===== src/rtl/param_timer.sv =====
// Countdown timer that fetches its start value from the time-parameter store,
// counts it down on 1 Hz ticks and pulses expired for one clock on reaching zero.
module param_timer #(
  parameter int WIDTH = 4
) (
  input  logic             clock,
  input  logic             reset,
  input  logic             one_hz_enable,
  input  logic             start_timer,
  input  logic [1:0]       interval_req,
  input  logic [WIDTH-1:0] param_value,
  output logic [1:0]       interval_sel,
  output logic [WIDTH-1:0] remaining,
  output logic             busy,
  output logic             expired
);

  typedef enum logic [2:0] {
    IDLE,
    FETCH,
    LOAD,
    COUNT,
    DONE
  } state_e;

  state_e           state_q, state_d;
  logic [1:0]       sel_q, sel_d;
  logic [WIDTH-1:0] rem_q, rem_d;

  always_ff @(posedge clock) begin
    if (reset) begin
      state_q <= IDLE;
      sel_q   <= 2'b00;
      rem_q   <= '0;
    end else begin
      state_q <= state_d;
      sel_q   <= sel_d;
      rem_q   <= rem_d;
    end
  end

  always_comb begin
    state_d = state_q;
    sel_d   = sel_q;
    rem_d   = rem_q;
    case (state_q)
      IDLE:  state_d = IDLE;
      FETCH: state_d = LOAD;
      LOAD: begin
        rem_d   = param_value;
        state_d = (param_value == '0) ? DONE : COUNT;
      end
      COUNT: begin
        if (one_hz_enable) begin
          rem_d = rem_q - WIDTH'(1);
          if (rem_q == WIDTH'(1)) state_d = DONE;
        end
      end
      DONE:    state_d = IDLE;
      default: state_d = IDLE;
    endcase
    // A start request wins in every state: it aborts any load or countdown in flight.
    if (start_timer) begin
      sel_d   = interval_req;
      rem_d   = rem_q;
      state_d = FETCH;
    end
  end

  assign interval_sel = sel_q;
  assign remaining    = rem_q;
  assign busy         = (state_q == FETCH) || (state_q == LOAD) || (state_q == COUNT);
  assign expired      = (state_q == DONE);

endmodule

===== config.mk =====
export PLATFORM = sky130hd
export DESIGN_NAME = param_timer
export DESIGN_NICKNAME = d
export VERILOG_FILES = /design/src/rtl/param_timer.sv
export SDC_FILE = /design/constraint.sdc
export NUM_CORES = 1
export LEC_CHECK = 0
export CAP_MARGIN = 40
export CORE_AREA = 2 2 42 44
export CTS_CLUSTER_DIAMETER = 120
export DETAILED_ROUTE_END_ITERATION = 6
export DIE_AREA = 0 0 44 46
export PLACE_DENSITY = 0.68
export SETUP_SLACK_MARGIN = 0.2
export SLEW_MARGIN = 20
export SYNTH_ARGS = -nofsm -noshare
export SYNTH_HDL_FRONTEND = slang
export SYNTH_SLANG_ARGS = --single-unit

===== constraint.sdc =====
create_clock -name clock -period 1.4 [get_ports clock]
set_input_delay 0.28 -clock clock [delete_from_list [all_inputs] [get_ports clock]]
set_output_delay 0.28 -clock clock [all_outputs]
set_load 0.1 [all_outputs]

==> impl_metrics.ini <==
[finish]
nets = 120
diodes = 0
seqCellArea_um2 = 206
fillers = 94
fin_util_pct = 77.8
post_route_cells_drive_above_1_share_pct = 68.2
syn_to_final_growth_pct = 123
multi_input_area_um2 = 488

[clock_tree]
cts.sinks = 9
worstSkewPairLatency_ns = 0.28
ctsHtreeMaxLevel = 1
clkTransAtPathRegs_ns = 0.08
clockRootBuffer = clkbuf_4
cts_buffers = 3
clk_path_buf_depth = 2
cts_tree = yes

[setup_path]
crit_family = simple AND/OR/NAND/NOR gates
slowest_delay_ns = 0.42
crit_chain = inv_4 > ha_4 > or4bb_1 > mux2_4 > a22o_1
cp_max_fo = 2
slowest_stage = or4bb_1
endpoint_kind = flop
critPathLaunchType = flop
crit_arrival_ns = 1.71
cp_num_buf_inv = 1
critPathKind = reg2reg
critPathRequiredTime_ns = 1.58

[place]
place_hpwl_mm = 1.22
numPortBuffers = 17
detailedPlace.worstSlack_ns = -0.461
gp_congestion = 0.825

[yosys]
synth_top_area_cell = dfxtp_1
syn_avg_cell_area_um2 = 8.82
synth_xor_area_share_pct = 0
synth_edf_count = 0
synth_top_cell_area_share_pct = 31.9
yosysWarnings = 0
yosys.cell_types.count = 32
synthAdderAreaFrac_pct = 4.43
synth_top_family_by_area = simple AND/OR/NAND/NOR gates
synthFlopType = dfxtp_1
syn-num-nets = 76
ys_top_cells_by_area = dfxtp_1, mux2i_1, nor2_1
ys_ff_latch = 9
ys_seq_area_share_pct = 31.9
synth_simple_gate_area_share_pct = 28.8
synth_compound_area_share_pct = 16.9
netlist_area_um2 = 564
synthCells = 64
async_reset_ff_share_pct = 0
muxShareOfSynthArea_pct = 7.98

[timing]
drv_slew = 0
period_share_pct = 110
rsz0062_at_grt = true
final-hold-violation-count = 0
tightestPinTransition_ns = 0.294
fin_crit_ns = 1.53
holdWs_ns = 0.507
fin_ws_ns = -0.134
skew_ns = 0.0107
max_clock_freq_ghz = 0.652
relSlewSlack_pct = 80.2
setup_violations = 4

[routing]
firstDrtPassIters = 4
vias = 683
wl_per_cell_um = 17.7
routed_via_density = 5.51
dr.first_iter.drc_count = 13
totalWireLength_mm = 2.20
ant_nets = 0
drcViolationCount = 0

[die]
die_w_um = 44
start_util_pct = 35.0
die_y_um = 46
num_io_pins = 18
rows = 15
core_um2 = 1610
die-area_um2 = 2020

[global_route]
grt_pass1_vias = 665
antenna_found_initial = 0
grt_pass1_wl_mm = 3.04
grt_use_total_pct = 21.2
grt_overflow_total = 0
grt_max_degree = 11

[status]
status = complete, but fails checks
violations = setup timing

[power]
cellLeakagePower_nw = 0.507
finalPower_mw = 0.764
vdd_drop_max_v = 0.000548
power_density_nw_per_um2 = 608

[flow_run]
cap_violations = 0

[worst_hold_path]
hp-class = in2reg
## per-layer routing
| layer | part of all wire (%) | track usage, % | wire (µm) |
|---|---|---|---|
| met1 | 38 | 23.2 | 838 |
| met2 | 55 | 39.7 | 1210 |
| met3 | 3.8 | 3.97 | 83 |
| met4 | 3.0 | 8.48 | 65 |
| met5 | 0 | 0 | 0 |
## cells in the mapped netlist, types with 2 or more instances
| cell type | n |
|---|---|
| nor2_1 | 8 |
| a2111oi_0 | 2 |
| nand2_1 | 2 |
| nor3_1 | 3 |
| buf_6 | 2 |
| nor2b_1 | 2 |
| a21oi_1 | 2 |
| ha_1 | 2 |
| o32ai_1 | 2 |
| inv_1 | 6 |
| mux2i_1 | 3 |
| dfxtp_1 | 9 |
| nand2b_1 | 2 |
## through the flow
| step | TNS (ns) | instance area [µm²] | cells |
|---|---|---|---|
| final | -0.256 | 1260 | 124 |
| after global routing | -0.437 | 1260 | 124 |
| after CTS | -0.210 | 1120 | 116 |
| after detailed placement | -1.71 | 965 | 111 |
| after global placement | -1.60 | 965 | 111 |
| after floorplan | -0.586 | 599 | 64 |
## repair_timing
| item | 4_1_cts | 5_1_grt |
|---|---|---|
| resized for setup | 39 | 12 |
| hold endpoints to repair | 0 | 0 |
| setup endpoints to repair | 13 | 12 |
| pin swaps | 7 | 4 |
| setup buffers | 1 | 8 |
| hold buffers | 0 | 0 |
## sequential cells by signal, summed over array words and instances (netlist names)
name and flops:
remaining 4, state_q 3, interval_sel 2
## area by class of cell
| class | count | share of cell area, % |
|---|---|---|
| inverters | 6 | 2.19 |
| flip-flops and latches | 9 | 16.4 |
| multi-input cells | 45 | 38.8 |
| repair buffers | 43 | 38.7 |
| clock buffers | 4 | 2.09 |
| well taps | 17 | 1.69 |
## cells in the final DEF, fill, tap and decap left out, types with 3 or more instances in the layout
cell type,n
buf_12,9
nor2_1,5
buf_6,7
mux2i_1,3
clkdlybuf4s50_1,5
dfxtp_4,6
dlygate4sd2_1,4
buf_4,17
dfxtp_2,3
clkbuf_4,3
inv_1,3
## cells by family (layout without fill, tap and decap cells)
family,after synthesis,in the layout
AND/OR/NAND/NOR,27,27
AO/OA/AOI/OAI,12,12
buffers and inverters,10,53
flip-flops,9,9
multiplexers,4,4
adder cells (fa/ha/maj),2,2
## tightest hold or removal path, delay by kind of cell
family                 cells  cell delay (ns)
buffers and inverters      1             0.24
AOI/OAI and AO/OA          1             0.10
and+or+nand+nor            1             0.13
## where the power goes
group | switching, mW | internal (mW)
combinational | 0.141 | 0.123
clock | 0.116 | 0.111
sequential | 0.0146 | 0.259
total | 0.272 | 0.493
## path summary, 6_finish.rpt
kind | slack, ns | cells past startpoint | to | start
max | -0.13 | 5 | state_q[0]$_SDFFE_PP0P_ | remaining[1]$_SDFFE_PP0P_
min | 0.51 | 3 | remaining[1]$_SDFFE_PP0P_ | param_value[1]
max reg2reg | -0.13 | 5 | state_q[0]$_SDFFE_PP0P_ | remaining[1]$_SDFFE_PP0P_
min reg2reg | 0.53 | 2 | interval_sel[0]$_SDFFE_PP0P_ | interval_sel[0]$_SDFFE_PP0P_
No activity file was read; power rests on OpenSTA's default activity.
